[src/rtl/playram_arb.sv]
// Playram arbiter: video scanout owns the read port, the screen fill owns the
// write port while it runs, and the CPU is served around both.
module playram_arb #(
  parameter int ADDR_W   = 17,
  parameter int DATA_W   = 8,
  parameter int FILL_LEN = 76800
) (
  input  logic              clk,
  input  logic              rst,
  input  logic              cpu_req,
  input  logic              cpu_we,
  input  logic [ADDR_W-1:0] cpu_addr,
  input  logic [DATA_W-1:0] cpu_wdata,
  output logic              cpu_ack,
  output logic [DATA_W-1:0] cpu_rdata,
  input  logic              vid_rd_en,
  input  logic [ADDR_W-1:0] vid_addr,
  output logic [DATA_W-1:0] vid_rdata,
  output logic              vid_valid,
  input  logic              fill_start,
  input  logic [DATA_W-1:0] fill_value,
  output logic              fill_busy,
  output logic              fill_done,
  output logic              ram_wr_en,
  output logic [ADDR_W-1:0] ram_wr_addr,
  output logic [DATA_W-1:0] ram_wr_data,
  output logic [ADDR_W-1:0] ram_rd_addr,
  input  logic [DATA_W-1:0] ram_rd_data
);

  typedef enum logic [1:0] {C_IDLE, C_RD_WAIT, C_ACK} cpu_state_e;
  typedef enum logic [1:0] {F_IDLE, F_RUN, F_DONE} fill_state_e;

  // One extra bit so a fill covering the whole address space ends without wrapping.
  localparam logic [ADDR_W:0] FillEnd = (ADDR_W+1)'(FILL_LEN);

  cpu_state_e        cpu_state_q, cpu_state_d;
  fill_state_e       fill_state_q, fill_state_d;
  logic [ADDR_W:0]   fill_cnt_q, fill_cnt_d;
  logic [DATA_W-1:0] fill_val_q, fill_val_d;
  logic              cpu_ack_q, cpu_ack_d;
  logic [DATA_W-1:0] cpu_rdata_q, cpu_rdata_d;
  logic              vid_valid_q;
  logic              fill_busy_q, fill_busy_d;
  logic              fill_done_q, fill_done_d;
  logic              wr_en_q, wr_en_d;
  logic [ADDR_W-1:0] wr_addr_q, wr_addr_d;
  logic [DATA_W-1:0] wr_data_q, wr_data_d;
  logic              cpu_wr_ok;

  assign ram_rd_addr = vid_rd_en ? vid_addr : cpu_addr;
  assign vid_rdata   = ram_rd_data;
  assign vid_valid   = vid_valid_q;
  assign cpu_ack     = cpu_ack_q;
  assign cpu_rdata   = cpu_rdata_q;
  assign fill_busy   = fill_busy_q;
  assign fill_done   = fill_done_q;
  assign ram_wr_en   = wr_en_q;
  assign ram_wr_addr = wr_addr_q;
  assign ram_wr_data = wr_data_q;

  // A fill being accepted this cycle already blocks the CPU, so the fill wins ties.
  assign cpu_wr_ok = (fill_state_q == F_IDLE) && !fill_start;

  always_comb begin
    cpu_state_d  = cpu_state_q;
    fill_state_d = fill_state_q;
    fill_cnt_d   = fill_cnt_q;
    fill_val_d   = fill_val_q;
    cpu_ack_d    = 1'b0;
    cpu_rdata_d  = cpu_rdata_q;
    fill_busy_d  = fill_busy_q;
    fill_done_d  = 1'b0;
    wr_en_d      = 1'b0;
    wr_addr_d    = wr_addr_q;
    wr_data_d    = wr_data_q;

    case (fill_state_q)
      F_IDLE: begin
        if (fill_start) begin
          fill_state_d = F_RUN;
          fill_val_d   = fill_value;
          fill_cnt_d   = (ADDR_W+1)'(1);
          fill_busy_d  = 1'b1;
          wr_en_d      = 1'b1;
          wr_addr_d    = '0;
          wr_data_d    = fill_value;
        end
      end
      F_RUN: begin
        if (fill_cnt_q == FillEnd) begin
          fill_state_d = F_DONE;
          fill_busy_d  = 1'b0;
          fill_done_d  = 1'b1;
        end else begin
          wr_en_d    = 1'b1;
          wr_addr_d  = fill_cnt_q[ADDR_W-1:0];
          wr_data_d  = fill_val_q;
          fill_cnt_d = fill_cnt_q + 1'b1;
        end
      end
      F_DONE: fill_state_d = F_IDLE;
      default: fill_state_d = F_IDLE;
    endcase

    case (cpu_state_q)
      C_IDLE: begin
        if (cpu_req) begin
          if (cpu_we) begin
            if (cpu_wr_ok) begin
              cpu_state_d = C_ACK;
              cpu_ack_d   = 1'b1;
              wr_en_d     = 1'b1;
              wr_addr_d   = cpu_addr;
              wr_data_d   = cpu_wdata;
            end
          end else if (!vid_rd_en) begin
            cpu_state_d = C_RD_WAIT;
          end
        end
      end
      C_RD_WAIT: begin
        cpu_state_d = C_ACK;
        cpu_ack_d   = 1'b1;
        cpu_rdata_d = ram_rd_data;
      end
      C_ACK: cpu_state_d = C_IDLE;
      default: cpu_state_d = C_IDLE;
    endcase
  end

  always_ff @(posedge clk) begin
    if (rst) begin
      cpu_state_q  <= C_IDLE;
      fill_state_q <= F_IDLE;
      fill_cnt_q   <= '0;
      fill_val_q   <= '0;
      cpu_ack_q    <= 1'b0;
      cpu_rdata_q  <= '0;
      vid_valid_q  <= 1'b0;
      fill_busy_q  <= 1'b0;
      fill_done_q  <= 1'b0;
      wr_en_q      <= 1'b0;
      wr_addr_q    <= '0;
      wr_data_q    <= '0;
    end else begin
      cpu_state_q  <= cpu_state_d;
      fill_state_q <= fill_state_d;
      fill_cnt_q   <= fill_cnt_d;
      fill_val_q   <= fill_val_d;
      cpu_ack_q    <= cpu_ack_d;
      cpu_rdata_q  <= cpu_rdata_d;
      vid_valid_q  <= vid_rd_en;
      fill_busy_q  <= fill_busy_d;
      fill_done_q  <= fill_done_d;
      wr_en_q      <= wr_en_d;
      wr_addr_q    <= wr_addr_d;
      wr_data_q    <= wr_data_d;
    end
  end

endmodule

[config.mk]
export PLATFORM = sky130hd
export DESIGN_NAME = playram_arb
export DESIGN_NICKNAME = d
export VERILOG_FILES = /design/src/rtl/playram_arb.sv
export SDC_FILE = /design/constraint.sdc
export NUM_CORES = 1
export LEC_CHECK = 0
export BUFFER_PORTS_ARGS = -buffer_cell sky130_fd_sc_hd__clkbuf_2
export CELL_PAD_IN_SITES_DETAIL_PLACEMENT = 0
export CELL_PAD_IN_SITES_GLOBAL_PLACEMENT = 1
export CORE_MARGIN = 10
export CORE_UTILIZATION = 33
export CTS_CLUSTER_DIAMETER = 200
export CTS_CLUSTER_SIZE = 25
export DETAILED_ROUTE_END_ITERATION = 7
export GPL_ROUTABILITY_DRIVEN = 0
export PLACE_DENSITY = 0.75
export SETUP_SLACK_MARGIN = 0.3
export SLEW_MARGIN = 15
export SYNTH_ARGS = -nofsm -noshare
export SYNTH_HDL_FRONTEND = slang
export SYNTH_SLANG_ARGS = --single-unit
[constraint.sdc]
create_clock -name clk -period 1.9 [get_ports clk]
set_input_delay 0 -clock clk [delete_from_list [all_inputs] [get_ports clk]]
set_output_delay 0 -clock clk [all_outputs]
set_load 0.005 [all_outputs]
==> results of run 1 <==
power by group through the flow:
stage | clock network [mW] | logic (mW) | registers, mW
floorplan | 0 | 0.298 | 1.55
global placement | 0 | 0.552 | 1.56
detailed placement | 0 | 0.558 | 1.56
CTS | 1.94 | 0.663 | 1.53
global route | 2.01 | 0.804 | 1.53
finish | 1.93 | 0.748 | 1.53
stage by stage:
stage,setup slack (ps),cells,total power [mW],instance area [µm²]
global route,111,796,4.34,6030
global placement,140,718,2.11,4690
finish,170,796,4.20,6030
floorplan,243,471,1.85,3870
detailed placement,121,718,2.12,4690
CTS,247,783,4.13,5630
cell type report:
class,count,area [µm²]
clock buffers,11,264
clock inverters,5,81.3
fillers,1042,5290
inverters,6,27.5
multi-input cells,344,2450
flip-flops and latches,68,1400
well taps,143,179
repair buffers,219,1620
layout by cell type, fill, tap and decap left out, drive strengths merged, types with 15 or more instances in the layout:
cell type | synthesis | layout
a211oi | 25 | 25
a21oi | 43 | 43
and3 | 15 | 15
buf | 23 | 54
clkbuf | 31 | 139
dfxtp | 68 | 68
dlygate4sd3 | 0 | 36
mux2 | 17 | 17
nand2 | 51 | 51
nand3 | 15 | 15
nand4 | 27 | 27
nor2 | 20 | 20
o21ai | 20 | 20
path summary, 6_finish.rpt:
check                                   from                         to  slack (ps)
setup / recovery  fill_cnt_q[1]$_SDFFE_PP0P_  ram_wr_addr[1]$_SDFF_PP0_         170
hold reg to reg    cpu_rdata[2]$_SDFFE_PP0P_  cpu_rdata[2]$_SDFFE_PP0P_         460
hold / removal                  cpu_wdata[4]  ram_wr_data[4]$_SDFF_PP0_           1
setup reg to reg  fill_cnt_q[1]$_SDFFE_PP0P_  ram_wr_addr[1]$_SDFF_PP0_         170
per-layer routing:
metal  part of all wire  GRT usage  wire length [µm]
met3              0.071     0.0376              1110
met5                  0          0                 0
met1               0.41      0.211              6330
met2               0.50      0.292              7820
met4              0.017     0.0656               263
state kept, by name (all words and copies together), names as in the netlist:
name	flops
vid_valid	1
fill_state_q	2
cpu_rdata	8
fill_cnt_q	18
fill_busy	1
cpu_state_q	2
fill_val_q	8
ram_wr_en	1
ram_wr_addr	17
ram_wr_data	8
fill_done	1
cpu_ack	1
tightest hold or removal path: stages:
cell and delay (ps):
clkbuf_2 70, o21ai_0 80, a31oi_1 140
repair_timing:
action / in CTS / in global routing
hold buffers: 36 / 0
pin swaps: 12 / 30
setup buffers: 11 / 11
gates resized for setup: 35 / 61
setup endpoints to repair: 44 / 44
gates cloned: 2 / 2
hold endpoints to repair: 37 / 0
logic make-up (layout without fill, tap and decap cells):
kind of cell / Yosys count / in the layout / synth area share
simple gates: 184 / 185 / 0.270
compound gates: 130 / 130 / 0.216
flops: 68 / 68 / 0.360
buf+inv: 60 / 241 / 0.0724
mux: 22 / 22 / 0.0638
xor+xnor: 5 / 5 / 0.0116
fa+ha+maj: 2 / 2 / 0.00661
==> reports/metrics.yaml, run 1 <==
status: "completed"
tns_ps: 0
grt_first_pass_wirelength_um: 23000
grt_pass1_vias: 4296
cp-start-kind: "register"
fin_worst_skew_ps: 7.57
ys_dominant_reg_cell: "dfxtp_1"
netlist.area_leader.share: 0.360
seq_area_frac_synth: 0.360
hpwl_um: 10000
maxSlewViolCount: 0
yosys.area.top_type: "dfxtp_1"
syn_area_um2: 3790
finalSetupViolCount: 0
nets: 714
cts_buffer_depth: 2
ys_types: 49
yosys_warnings: 0
hold_depth: 3
coreArea_um2: 11300
synth_fp_nets: 537
die_x_um: 127
fin_crit_sh: 0.910
sequentialPowerShare: 0.363
die_area_um2: 16200
clk_pin_slew_ps: 60
path_buf_inv: 3
powerDensity_nw_per_um2: 697
path_class: "reg -> reg"
netlist_top_cells_area: "dfxtp_1 (36%), a21oi_1 (5.7%), nand2_1 (5.1%), mux2_2 (5.1%), a211oi_1 (5.0%)"
grt_max_degree: 29
p_leak_nw: 2.42
crit_fanout: 6
drt_pass1_iterations: 5
hold_viol: 0
port_buffers: 126
final_util: 0.532
p_switching_mw: 1.08
start_util: 0.334
path_depth: 8
cts_tree: "done"
fmax_ghz: 0.578
avgViaCountPerCell: 5.61
period_needed_ps: 1730
cap_viol_max_count: 0
worstSetupEndpointType: "register"
swShare: 0.256
async_flop_share: 0
die_y_um: 127
synth_most_common_cell: "dfxtp_1"
rsz0062_at_grt: "true"
worstPathArrival_ps: 1940
yosys-top-cells-count: "dfxtp_1 (68), nand2_1 (51), a21oi_1 (43), clkbuf_1 (31), nand4_1 (26)"
p_clk_frac: 0.459
critPathSlowestCell: "dfxtp_4"
min_path_type: "in -> reg"
drt-total-wl_um: 15500
numCtsBuffers: 9
p_comb_frac: 0.178
drt_iter0_drc: 353
synthCells: 471
grt_usage: 0.173
rows: 39
vias: 4468
drc: 0
required_ps: 2110
antenna_left: 0
drive_gt1_frac: 0.436
whs_ps: 1.48
avgSynthCellArea_um2: 8.04
syn2layout_area_growth_pct: 59.2
max_stage_delay_ps: 370
slew_headroom: 0.617
worstSkewPairLatency_ps: 340
cts_max_level: 3
ys_ff_latch: 68
rr_worst_depth: 8
path_cells: "inv_4, ha_4, nor4b_4, buf_4, nand2_4, buf_8, o211ai_1, a31oi_1"
antenna_found_initial: 0
synth-edff-count: 0
cts.sinks: 68
wl_per_cell_um: 19.5
path_delay_family: "buffers and inverters"
cts_root_buf: "clkbuf_16"
num_antenna_cells: 0
worstMarginPinSlew_ps: 574
design.portCount: 127
ir_drop_uv: 370
globalRouteOverflowTotal: 0
internal_power_mw: 3.12
(Power assumes the default switching activity.)
==> inputs of run 2 (changes only) <==
--- a/config.mk
+++ b/config.mk
@@ -9,12 +9,12 @@
 export CELL_PAD_IN_SITES_DETAIL_PLACEMENT = 0
 export CELL_PAD_IN_SITES_GLOBAL_PLACEMENT = 1
 export CORE_MARGIN = 10
-export CORE_UTILIZATION = 33
+export CORE_UTILIZATION = 36
 export CTS_CLUSTER_DIAMETER = 200
 export CTS_CLUSTER_SIZE = 25
 export DETAILED_ROUTE_END_ITERATION = 7
 export GPL_ROUTABILITY_DRIVEN = 0
-export PLACE_DENSITY = 0.75
+export PLACE_DENSITY = 0.78
 export SETUP_SLACK_MARGIN = 0.3
 export SLEW_MARGIN = 15
 export SYNTH_ARGS = -nofsm -noshare
==> constraint.sdc (replaced) <==
create_clock -name clk -period 1.6 [get_ports clk]
set_input_delay 0 -clock clk [delete_from_list [all_inputs] [get_ports clk]]
set_output_delay 0 -clock clk [all_outputs]
set_load 0.005 [all_outputs]
==> run 2 against run 1 <==
Compared with the run above: via count is 7.9% higher; core utilization up 10 points; clock skew grew 4.8 ps; first-iteration DRC count grew 36%; hold slack better by 19 ps; combinational power increased by 35%; clock power down 15%; register-to-register slack got worse by 320 ps; die area shrank 7.0%; critical path depth fell by 4; the run now ends with setup timing left.
==> reports/metrics.yaml, run 2 (synthesis gave the netlist of run 1 again) <==
whs_ps: 20.7  # +19.2 ps
die_y_um: 123  # -3.6%
grt_max_degree: 31  # +6.9%
path_buf_inv: 0  # -3
internal_power_mw: 3.16  # +1.2%
worstPathArrival_ps: 2060  # +120 ps
tns_ps: -1630  # -1630 ps
fin_worst_skew_ps: 12.4  # +4.78 ps
critPathSlowestCell: "or4_4"
path_class: "reg -> reg"
drt-total-wl_um: 17000  # +9.5%
cts_tree: "done"
sequentialPowerShare: 0.405  # +0.042
maxSlewViolCount: 0  # unchanged
crit_fanout: 5  # -1
p_comb_frac: 0.226  # +0.048
p_clk_frac: 0.368  # -0.091
coreArea_um2: 10300  # -9.2%
rr_worst_depth: 4  # -4
cts.sinks: 68  # unchanged
rsz0062_at_grt: "true"
die_x_um: 123  # -3.6%
p_leak_nw: 2.73  # +13%
cts_root_buf: "clkbuf_8"
hold_viol: 0  # unchanged
slew_headroom: 0.435  # -0.183
num_antenna_cells: 0  # unchanged
numCtsBuffers: 9  # unchanged
die_area_um2: 15000  # -7.0%
antenna_left: 0  # unchanged
fin_cells: 844  # +6.0%
cp-start-kind: "register"
worstSkewPairLatency_ps: 370  # +30 ps
regMostFlops: "fill_cnt_q"
vias: 4821  # +7.9%
status: "complete, but fails checks"
total_power_mw: 4.47  # +6.5%
post-place-ws_ps: -161  # -282 ps
swShare: 0.293  # +0.0370
drive_gt1_frac: 0.518  # +0.0819
grt_pass1_vias: 4731  # +10%
fmax_ghz: 0.572  # -0.97%
design.portCount: 127  # unchanged
finalSetupViolCount: 35  # +35
globalRouteOverflowTotal: 0  # unchanged
largest_reg_flops: 18  # unchanged
dp_cells: 748  # +4.2%
ir_drop_uv: 490  # +33%
path_delay_family: "simple AND/OR/NAND/NOR gates"
path_cells: "nand2_1, or4_4, or3_1, a21oi_2"
min_path_type: "in -> reg"
start_util: 0.368  # +0.0340
drc: 0  # unchanged
nets: 769  # +7.7%
setup_slack_ps: -147  # -317 ps
avgViaCountPerCell: 5.71  # +1.8%
drt_pass1_iterations: 5  # unchanged
path_depth: 4  # -4
worstMarginPinSlew_ps: 847  # +273 ps
cts_buffer_depth: 2  # unchanged
port_buffers: 126  # unchanged
period_needed_ps: 1750  # +17.0 ps
hpwl_um: 10600  # +6.1%
drt_iter0_drc: 481  # +36%
grt_first_pass_wirelength_um: 25100  # +9.1%
rrSetupSlack_ps: -150  # -320 ps
violations: "setup timing"
rows: 37  # -5.1%
final_cell_mix: "clkbuf_2 (126), buf_4 (69), dfxtp_1 (57)"
grt_usage: 0.208  # +0.0344
wl_per_cell_um: 20.1  # +3.3%
worstSetupEndpointType: "register"
antenna_found_initial: 0  # unchanged
fin_crit_sh: 1.09  # +0.181
syn2layout_area_growth_pct: 73.0
p_switching_mw: 1.31  # +22%
hold_depth: 3  # unchanged
required_ps: 1910  # -200 ps
max_stage_delay_ps: 600  # +230 ps
powerDensity_nw_per_um2: 683  # -2.0%
cap_viol_max_count: 0  # unchanged
cts_max_level: 3  # unchanged
clk_pin_slew_ps: 90  # +30 ps
final_common_cell: "clkbuf_2"
run 2: cell count changes in the layout (fill, tap and decap cells not counted), sizes merged:
cell	change
inv	+2
bufbuf	-1
clkbuf	-4
buf	+52
nand2	+1
or3b	+1
dlygate4sd3	+4
run 2: final cells by class:
| class | count | area [µm²] |
|---|---|---|
| multi-input combinational | 346 | 2700 |
| tap | 136 | 170 |
| clock buffer | 9 | 124 |
| sequential | 68 | 1400 |
| inverter | 6 | 27.5 |
| clock inverter | 7 | 98.8 |
| timing repair buffer | 272 | 2030 |
| fill | 821 | 3730 |
run 2: per-layer routing:
| metal | global-route usage | share of wire |
|---|---|---|
| met1 | 0.253 | 0.39 |
| met2 | 0.340 | 0.50 |
| met3 | 0.0441 | 0.072 |
| met4 | 0.107 | 0.037 |
| met5 | 0 | 0 |
run 2: worst reg2reg max path, delay by kind of cell, from the launching register on:
kind | cells | cell delay [ps]
AOI/OAI and AO/OA | 1 | 130
and+or+nand+nor | 3 | 1100
DFF | 1 | 450
run 2: what timing repair did:
action / 4_1_cts / 5_1_grt
pin swaps: 32 / 49
gates resized for setup: 82 / 67
endpoints found under the setup margin: 56 / 58
hold endpoints to repair: 41 / 0
setup buffers: 25 / 10
hold buffers: 40 / 0
gates cloned: 5 / 0
run 2: power groups by stage:
stage	logic (mW)	clock network [mW]	registers (mW)
floorplan	0.390	0	1.84
global placement	0.686	0	1.85
detailed placement	0.701	0	1.85
CTS	0.916	1.66	1.81
global route	1.08	1.74	1.82
finish	1.01	1.65	1.81
run 2: through the flow:
step,area [µm²],utilization
global placement,4980,0.484
CTS,6180,0.601
finish,6550,0.637
floorplan,4000,-
detailed placement,4980,0.484
global route,6550,0.637
run 2: final timing paths:
path,startpoint,endpoint
hold / removal,cpu_addr[13],ram_wr_addr[13]$_SDFF_PP0_
hold reg to reg,cpu_rdata[5]$_SDFFE_PP0P_,cpu_rdata[5]$_SDFFE_PP0P_
setup reg to reg,fill_cnt_q[6]$_SDFFE_PP0P_,fill_cnt_q[14]$_SDFFE_PP0P_
setup / recovery,fill_cnt_q[6]$_SDFFE_PP0P_,fill_cnt_q[14]$_SDFFE_PP0P_
